$ cat config.mk
export PLATFORM = sky130hd
export DESIGN_NAME = exblock_sequencer
export DESIGN_NICKNAME = d
export VERILOG_FILES = /design/src/rtl/exblock_sequencer.sv
export SDC_FILE = /design/constraint.sdc
export NUM_CORES = 1
export LEC_CHECK = 0
export CAP_MARGIN = 20
export CELL_PAD_IN_SITES_DETAIL_PLACEMENT = 0
export CELL_PAD_IN_SITES_GLOBAL_PLACEMENT = 1
export CORE_ASPECT_RATIO = 0.8
export CORE_MARGIN = 2
export CORE_UTILIZATION = 39
export CTS_CLUSTER_DIAMETER = 50
export DETAILED_ROUTE_END_ITERATION = 10
export PLACE_DENSITY_LB_ADDON = 0.1
export SYNTH_ARGS = -nofsm -noshare
export SYNTH_HDL_FRONTEND = slang
export SYNTH_SLANG_ARGS = --single-unit
$ cat constraint.sdc
create_clock -name clk -period 4.38 [get_ports clk]
set_input_delay 1.314 -clock clk [delete_from_list [all_inputs] [get_ports clk]]
set_output_delay 1.314 -clock clk [all_outputs]
set_load 0.1 [all_outputs]
$ cat src/rtl/exblock_sequencer.sv
// Sequencer for the step-detect datapath: weight bank, sample handshake, latency wait,
// result capture and a debounced, saturating step counter.
module exblock_sequencer #(
    parameter int DW      = 8,
    parameter int LATENCY = 3,
    parameter int MIN_GAP = 4,
    parameter int CNT_W   = 16
) (
    input  logic             clk,
    input  logic             rst_n,
    input  logic             cfg_we,
    input  logic [2:0]       cfg_addr,
    input  logic [DW-1:0]    cfg_wdata,
    output logic             cfg_err,
    input  logic             s_valid,
    output logic             s_ready,
    input  logic [DW-1:0]    s_x,
    input  logic [DW-1:0]    s_y,
    output logic [DW-1:0]    dp_A,
    output logic [DW-1:0]    dp_B,
    output logic [DW-1:0]    dp_theta1,
    output logic [DW-1:0]    dp_theta2,
    output logic [DW-1:0]    dp_beta1,
    output logic [DW-1:0]    dp_beta2,
    output logic [DW-1:0]    dp_alpha1,
    output logic [DW-1:0]    dp_alpha2,
    input  logic             dp_step,
    output logic             r_valid,
    output logic             r_step,
    output logic [CNT_W-1:0] step_count,
    input  logic             cnt_clr,
    output logic [1:0]       dbg_state
);

    localparam int WAIT_W = (LATENCY > 1) ? $clog2(LATENCY) : 1;
    localparam int GAP_W  = $clog2(MIN_GAP + 1);

    typedef enum logic [1:0] {
        IDLE = 2'd0,
        RUN  = 2'd1,
        DONE = 2'd2
    } state_t;

    state_t            state;
    state_t            state_nx;
    logic [WAIT_W-1:0] wait_cnt;
    logic [GAP_W-1:0]  gap_cnt;
    logic              accept;
    logic              wait_zero;
    logic              done_entry;
    logic              cfg_ok;
    logic              counted;

    // Handshake: a pair transfers on any rising edge where s_valid and s_ready are both high;
    // s_ready is high only in IDLE, so the pair and weights are frozen while a sample is in flight.
    assign s_ready    = (state == IDLE) && rst_n;
    assign accept     = s_valid && s_ready;
    assign wait_zero  = (wait_cnt == '0);
    assign done_entry = (state == RUN) && wait_zero;
    assign r_valid    = (state == DONE);
    assign dbg_state  = state;
    assign cfg_ok     = cfg_we && (state == IDLE) && (cfg_addr <= 3'd5);
    assign counted    = dp_step && !r_step && (gap_cnt >= GAP_W'(MIN_GAP));

    always_comb begin
        state_nx = state;
        case (state)
            IDLE:    if (accept) state_nx = RUN;
            RUN:     if (wait_zero) state_nx = DONE;
            DONE:    state_nx = IDLE;
            default: state_nx = IDLE;
        endcase
    end

    always_ff @(posedge clk or negedge rst_n) begin
        if (!rst_n) begin
            state    <= IDLE;
            wait_cnt <= '0;
            dp_A     <= '0;
            dp_B     <= '0;
            r_step   <= 1'b0;
        end else begin
            state <= state_nx;
            if (accept) begin
                dp_A     <= s_x;
                dp_B     <= s_y;
                wait_cnt <= WAIT_W'(LATENCY - 1);
            end else if (state == RUN && !wait_zero) begin
                wait_cnt <= wait_cnt - 1'b1;
            end
            if (done_entry) r_step <= dp_step;
        end
    end

    always_ff @(posedge clk or negedge rst_n) begin
        if (!rst_n) begin
            dp_theta1 <= '0;
            dp_theta2 <= '0;
            dp_beta1  <= '0;
            dp_beta2  <= '0;
            dp_alpha1 <= '0;
            dp_alpha2 <= '0;
            cfg_err   <= 1'b0;
        end else begin
            cfg_err <= cfg_we && !cfg_ok;
            if (cfg_ok) begin
                case (cfg_addr)
                    3'd0:    dp_theta1 <= cfg_wdata;
                    3'd1:    dp_theta2 <= cfg_wdata;
                    3'd2:    dp_beta1  <= cfg_wdata;
                    3'd3:    dp_beta2  <= cfg_wdata;
                    3'd4:    dp_alpha1 <= cfg_wdata;
                    default: dp_alpha2 <= cfg_wdata;
                endcase
            end
        end
    end

    // gap_cnt counts results since the last counted step; reset/clear preload it so the next rise counts.
    always_ff @(posedge clk or negedge rst_n) begin
        if (!rst_n) begin
            step_count <= '0;
            gap_cnt    <= GAP_W'(MIN_GAP);
        end else if (cnt_clr) begin
            step_count <= '0;
            gap_cnt    <= GAP_W'(MIN_GAP);
        end else if (done_entry) begin
            if (counted) begin
                if (step_count != '1) step_count <= step_count + 1'b1;
                gap_cnt <= '0;
            end else if (gap_cnt < GAP_W'(MIN_GAP)) begin
                gap_cnt <= gap_cnt + 1'b1;
            end
        end
    end

endmodule

# After elaboration in Yosys (flattened, before gate mapping)
# Index checks and enable logic that the tools add are counted.
[op_classes]
reduce_logical = 30
n_addsub = 3
muxes = 13
n_bitwise = 1
eq_ne = 9
order_cmp = 3
[ops]
columns = ["operator", "count"]
rows = [
  ["16-bit two-way mux", 4],
  ["16-bit by 1-bit adder with 16-bit output, second input constant", 1],
  ["16-bit != test, second input constant", 1],
  ["2-bit AND reduction", 8],
  ["3-bit two-way mux", 4],
  ["1-bit logical AND", 9],
  ["2-bit two-way mux", 4],
  ["2-bit nonzero test", 4],
  ["3-bit by 2-bit equality test with 1-bit output, second input constant", 2],
  ["5-bit OR reduction", 1],
  ["2-bit zero test", 2],
  ["2-bit != test, second input constant", 2],
  ["2-bit case mux with 2 select lines", 1],
  ["3-bit by 1-bit adder with 3-bit output, second input constant", 1],
  ["3-bit by 1-bit equality test with 1-bit output, second input constant", 1],
  ["3-bit equality test, second input constant", 1],
  ["3-bit greater-or-equal comparator, second input constant", 1],
  ["3-bit <= comparator, second input constant", 1],
  ["1-bit zero test", 3],
  ["3-bit zero test", 1],
  ["3-bit < comparator, second input constant", 1],
  ["3-bit AND reduction", 1],
  ["3-bit nonzero test", 1],
  ["2-bit by 1-bit equality test with 1-bit output, second input constant", 1],
  ["other kinds (3)", 3],
]
[totals]
out_inout_bits = 86
wordCells = 73
regBits = 89

# Depth between registers and ports, before layout
# Gate-level depths: netlist of run 1.
[logic_depth]
word_depth = 6
ltp_mapped = 7
mapped_depth_nobuf = 6

# Worst setup path after synthesis of run 1
# No wires, ideal clock.
[synth_path]
kind = "reg2out"
start = "register state[1] (netlist: dbg_state[1])"
end = "output r_valid"
stages_incl_launch_ff = 2
path_buffers = 0
arrival_time_ns = 2.416
slack_ns = 0.650
t_required_ns = 3.066
cell_sequence = "dfrtp_1 -> nor2b_1"
[synth_via]
elab_chain_cells = 1
[synth_lines]
columns = ["item", "line", "text"]
rows = [
  ["start: declaration", "44", "state_t state;"],
  ["start signal: assignment", "83", "state <= state_nx;"],
  ["2-bit equality test", "60", "assign r_valid = (state == DONE);"],
  ["end: declaration", "28", "output logic r_valid,"],
]
# No other way between the ends.

# Worst setup path after layout of run 1
# Ends and elaborated chain as after synthesis.

==> summary.md, run 1 <==
| Metric | Value |
|---|---|
| Post-CTS Setup Bufs | 0 |
| Final min period | 3.41 ns |
| Total grt overflow | 0 |
| CP arrival | 2.09 ns |
| Clk root buf | clkbuf_16 |
| Skew final | 0.00503 ns |
| Syn Nets | 329 |
| Clock transition at path regs | 0.06 ns |
| WL/cell | 16.4 um |
| Post-CTS sizing | 0 |
| Largest net degree at the start of global routing | 78 |
| Async set-or-reset flop fraction in the synthesized netlist | 100% |
| Max_cap viols | 0 |
| Yosys top cell by area | dfrtp_1 |
| R2r startpoint | dbg_state[0]$_DFFE_PN0P_ |
| Critical Path Fanout Max | 6 |
| Flop-to-flop setup slack | 2.33 ns |
| Critical path class | flip-flop to primary output |
| Post-DP HPWL | 6260 um |
| Post-route DRC | 0 |
| # nets final | 451 |
| Starting DRT DRC Count | 140 |
| Top-count cell post-synth | dfrtp_1 |
| Worst hold path depth | 1 |
| Post-synth top area share | 57.3% |
| Yosys warns | 0 |
| Syn Std Cell Area | 3840 um^2 |
| Fin. Hold Viols | 0 |
| Sequential area share after synthesis | 58.0% |
| Total number of vias | 2744 |
| Clk buf depth | 2 |
| CTS tree | built |
| Reg2reg end | dp_B[2]$_DFFE_PN0P_ |
| Vias in the first global route | 2734 |
| GPL Wtd Cong | 0.720 |
| Via density | 5.09 |
| Worst-Margin Slew | 1.01 ns |
| HP Class | flip-flop to flip-flop |
| Num CTS Buffers | 9 |
| Worst setup SP type | flip-flop |
| Hold Crit Start | wait_cnt[1]$_DFFE_PN0P_ |
| Initial antenna violation count | 0 |
| Worst endpoint required time | 3.07 ns |
| Die W | 115 um |
| Drt pass-1 iters | 4 |
| Hold_buf cts | 0 |
| Post-synthesis cell type count | 46 |
| Fin crit share | 77.8% |
| Share of cells above drive strength 1 | 22.9% |
| Worst Hold End | wait_cnt[1]$_DFFE_PN0P_ |
| DIE AREA | 10700 um^2 |
| RSZ-0062 raised after global routing | no |
| Row cnt | 32 |
| Chip Height | 92.8 um |
| Drt total wl | 8840 um |
| IO buf count | 118 |
| Setup TNS | 0 ns |
| First-pass GRT wire length | 14300 um |
| Clk sinks | 89 |
| Setup violators final | 0 |
| Starting Density | 40.0% |
| Detail Route Antenna Nets | 0 |
| Post-Syn Instances | 293 |
| Syn_area_per_cell | 13.1 um^2 |
| Total GRT Usage | 17.5% |
| Largest cells by area after synthesis | dfrtp_1 57%, mux2_2 19%, xnor2_1 1.6%, nand3_1 1.3%, nand2_1 1.3% |
| Status | complete, no violations |
| H-tree level count | 3 |
| CP endpoint kind | primary output |
| Skew-Pair Late Insertion Delay | 0.34 ns |
| Post-synth EDFFs | 0 |
| Antenna cells | 0 |
| #FFs+latches synth | 89 |
| CORE AREA | 9610 um^2 |
| I/O Pins | 119 |
| Top FF cell, synth | dfrtp_1 |
| Max-slew violation count | 0 |
| Relative slew margins | 32.6% |
| Max Freq | 293 MHz |
| Worst r2r path cells | 3 |
| Top cells by count, synth | 88 x dfrtp_1, 64 x mux2_2, 13 x nand2_1, 13 x nor2_1, 10 x nand3_1 |
| Area growth, synth to finish | 43.1% |
==> critical path, cell delays in order, from the launching register on <==
cell,delay [ns]
dfrtp_1,0.46
nor2b_1,0.16
clkdlybuf4s50_1,1.14
==> through the flow <==
stage / utilization [%] / instances / hold slack (ns) / setup WS (ns) / instance area, um^2
after floorplan: - / 293 / 0.459 / 0.650 / 3840
after global placement: 53.7 / 523 / 0.470 / 1.15 / 5160
after detailed placement: 53.7 / 523 / 0.478 / 1.15 / 5160
after CTS: 57.2 / 539 / 0.502 / 0.940 / 5500
after global routing: 57.2 / 539 / 0.518 / 0.882 / 5500
final: 57.2 / 539 / 0.493 / 0.972 / 5500
==> worst max-delay path by stage <==
stage,start,cells past startpoint,endpoint
2_1_floorplan,dbg_state[1]$_DFFE_PN0P_,1,r_valid
5_1_grt,dbg_state[1]$_DFFE_PN0P_,2,r_valid
6_report,dbg_state[1]$_DFFE_PN0P_,2,r_valid
3_5_place_dp,rst_n,3,s_ready
3_3_place_gp,rst_n,3,s_ready
4_1_cts,dbg_state[1]$_DFFE_PN0P_,2,r_valid
==> layout by cell type, fill, tap and decap left out, drive strengths merged, types with 5 or more instances in the layout <==
master / count
a21oi: 5
clkbuf: 10
clkdlybuf4s50: 116
dfrtp: 88
inv: 8
mux2: 64
nand2: 13
nand3: 11
nand4: 6
nor2: 15
nor2b: 7
nor3: 6
nor4: 7
o21ai: 8
xnor2: 7
==> per-layer routing <==
metal  routed length [um]  track usage [%]
met1                 4140             23.4
met2                 3970             26.1
met3                  660             7.33
met4                   75             4.82
met5                    0                0
==> area by class of cell <==
type / instances / area (um^2)
Timing Repair Buffer: 120 / 1200
Inverter: 8 / 30.0
Fill cell: 824 / 4110
Sequential cell: 89 / 2230
Tap cell: 119 / 149
Multi-Input combinational cell: 187 / 1550
Clock buffer: 10 / 239
Clock inverter: 6 / 105
==> sequential cells by signal (all words and copies together), names as in the netlist <==
register and flops:
cfg_err 1, dbg_state 2, dp_A 8, dp_B 8, dp_alpha1 8, dp_alpha2 8, dp_beta1 8, dp_beta2 8
dp_theta1 8, dp_theta2 8, gap_cnt 3, r_step 1, step_count 16, wait_cnt 2
==> logic make-up after synthesis <==
family / count (synthesis) / synth area share, %
DFF: 89 / 58.0
xor gates and xnor gates: 7 / 1.59
and+or+nand+nor: 84 / 13.5
buffers and inverters: 17 / 1.85
muxes: 68 / 19.8
adders and majority gates: 3 / 0.976
AOI/OAI and AO/OA: 25 / 4.33
Power of run 1 is left out: the tool's default activity adds up to more than one toggle a clock period on the data nets, which glitch-free logic cannot reach.
==> run 2, diff against run 1 <==
Settings changed: CORE_UTILIZATION 39 to 33.
Clock period 4.38 ns to 2.77 ns, I/O delays scaled along.
==> summary.md, run 2 (same netlist as run 1, synthesis figures left out) <==
| Metric | Value |
|---|---|
| H-tree level count | 3 |
| Area growth, synth to finish | 40.3% |
| Detail Route Antenna Nets | 0 |
| Core Util, Final | 47.2% |
| Status | complete, no violations |
| IO buf count | 118 |
| GPL Wtd Cong | 0.781 |
| Relative slew margins | 53.9% |
| Critical path class | flip-flop to primary output |
| Total GRT Usage | 15.4% |
| CP arrival | 1.53 ns |
| DIE AREA | 12500 um^2 |
| Drt total wl | 9320 um |
| Antenna cells | 0 |
| Fin. Hold Viols | 0 |
| Final min period | 2.36 ns |
| Max Freq | 424 MHz |
| Starting Density | 33.6% |
| WL/cell | 16.2 um |
| Clk root buf | clkbuf_16 |
| Worst setup SP type | flip-flop |
| RSZ-0062 raised after global routing | no |
| CTS tree | built |
| Critical Path Slowest Stage Cell | dfrtp_1 |
| Final Hold Slack | 0.501 ns |
| CORE AREA | 11400 um^2 |
| Post-route DRC | 0 |
| Die W | 125 um |
| Max-slew violation count | 0 |
| Vias in the first global route | 2721 |
| Worst-Margin Slew | 0.692 ns |
| Skew-Pair Late Insertion Delay | 0.34 ns |
| Most frequent cells in the layout | 95 x buf_4, 88 x dfrtp_1, 64 x mux2_2, 31 x clkdlybuf4s50_1 |
| Setup violators final | 0 |
| Worst endpoint required time | 1.94 ns |
| Clock transition at path regs | 0.06 ns |
| Max reg flops | 16 |
| Cell area after layout | 5390 um^2 |
| Max incr delay on CP | 0.50 ns |
| Setup TNS | 0 ns |
| Critical path origin | dbg_state[0]$_DFFE_PN0P_ |
| Total number of vias | 2788 |
| Max_cap viols | 0 |
| Largest net degree at the start of global routing | 54 |
| Biggest register | step_count |
| Initial antenna violation count | 0 |
| Critical Path Fanout Max | 7 |
| # nets final | 458 |
| Post-CTS sizing | 0 |
| Via density | 4.85 |
| Clk buf depth | 2 |
| Skew final | 0.00536 ns |
| Fin crit share | 85.1% |
| Share of cells above drive strength 1 | 44.3% |
| Area post-placement | 5040 um^2 |
| Critical path, cell by cell | nor2_2 -> and2_1 -> buf_12 |
| Clk sinks | 89 |
| Num CTS Buffers | 9 |
| Post-DP HPWL | 6550 um |
| Drt pass-1 iters | 4 |
| Starting DRT DRC Count | 130 |
| Total grt overflow | 0 |
| CP endpoint kind | primary output |
| Post-CTS Setup Bufs | 0 |
| Commonest non-fill, non-tap cell in the layout | buf_4 |
| Hold_buf cts | 0 |
| Hold Crit Start | wait_cnt[1]$_DFFE_PN0P_ |
| First-pass GRT wire length | 15000 um |
| HP Class | flip-flop to flip-flop |
| Row cnt | 35 |
| I/O Pins | 119 |
| R2r startpoint | dbg_state[0]$_DFFE_PN0P_ |
| Chip Height | 101 um |
run 2: changes by cell type in the layout (fill, tap and decap cells not counted):
cell / previous run / this run
buf_4: 3 / 95
clkdlybuf4s50_1: 116 / 31
clkinv_2: 3 / 0
clkinvlp_4: 0 / 2
inv_6: 0 / 1
nor2b_1: 7 / 6
nor2b_4: 0 / 1
run 2: layer usage:
layer | GRT usage, % | vias to the layer above | routed length, um | part of all wire, %
li1 | - | 1323 | - | -
met1 | 20.7 | 1378 | 4390 | 47
met2 | 23.2 | 77 | 4180 | 45
met3 | 6.10 | 10 | 644 | 6.9
met4 | 4.67 | 0 | 107 | 1.1
met5 | 0 | - | 0 | 0
run 2: area by class of cell:
class	count	area (um^2)
flip-flops and latches	89	2230
multi-input cells	187	1550
well taps	148	185
repair buffers	127	1040
fillers	1052	6040
inverters	8	30.0
clock buffers	10	239
clock inverters	6	114
run 2: final timing paths:
| check | depth (start not counted) | to | slack, ns |
|---|---|---|---|
| hold / removal | 1 | wait_cnt[1]$_DFFE_PN0P_ | 0.50 |
| setup reg to reg | 3 | dp_alpha1[6]$_DFFE_PN0P_ | 0.91 |
| min in group asynchronous | 2 | dp_B[0]$_DFFE_PN0P_ | 0.56 |
| hold reg to reg | 1 | wait_cnt[1]$_DFFE_PN0P_ | 0.50 |
| setup / recovery | 3 | s_ready | 0.41 |
| max in group asynchronous | 3 | dp_alpha2[4]$_DFFE_PN0P_ | 1.13 |
run 2: worst max-delay path: cells and delay by family (launching register included):
| kind | cells | cell delay, ns |
|---|---|---|
| buf+inv | 1 | 0.18 |
| flops | 1 | 0.50 |
| simple gates | 2 | 0.50 |
run 2: through the flow:
| step | setup slack, ns | cells |
|---|---|---|
| 6_report | 0.411 | 575 |
| 5_1_grt | 0.294 | 575 |
| 4_1_cts | 0.381 | 575 |
| 3_3_place_gp | 0.163 | 559 |
| 2_1_floorplan | -0.0120 | 293 |
| 3_5_place_dp | 0.130 | 559 |
Power of run 2 is left out for the same reason.
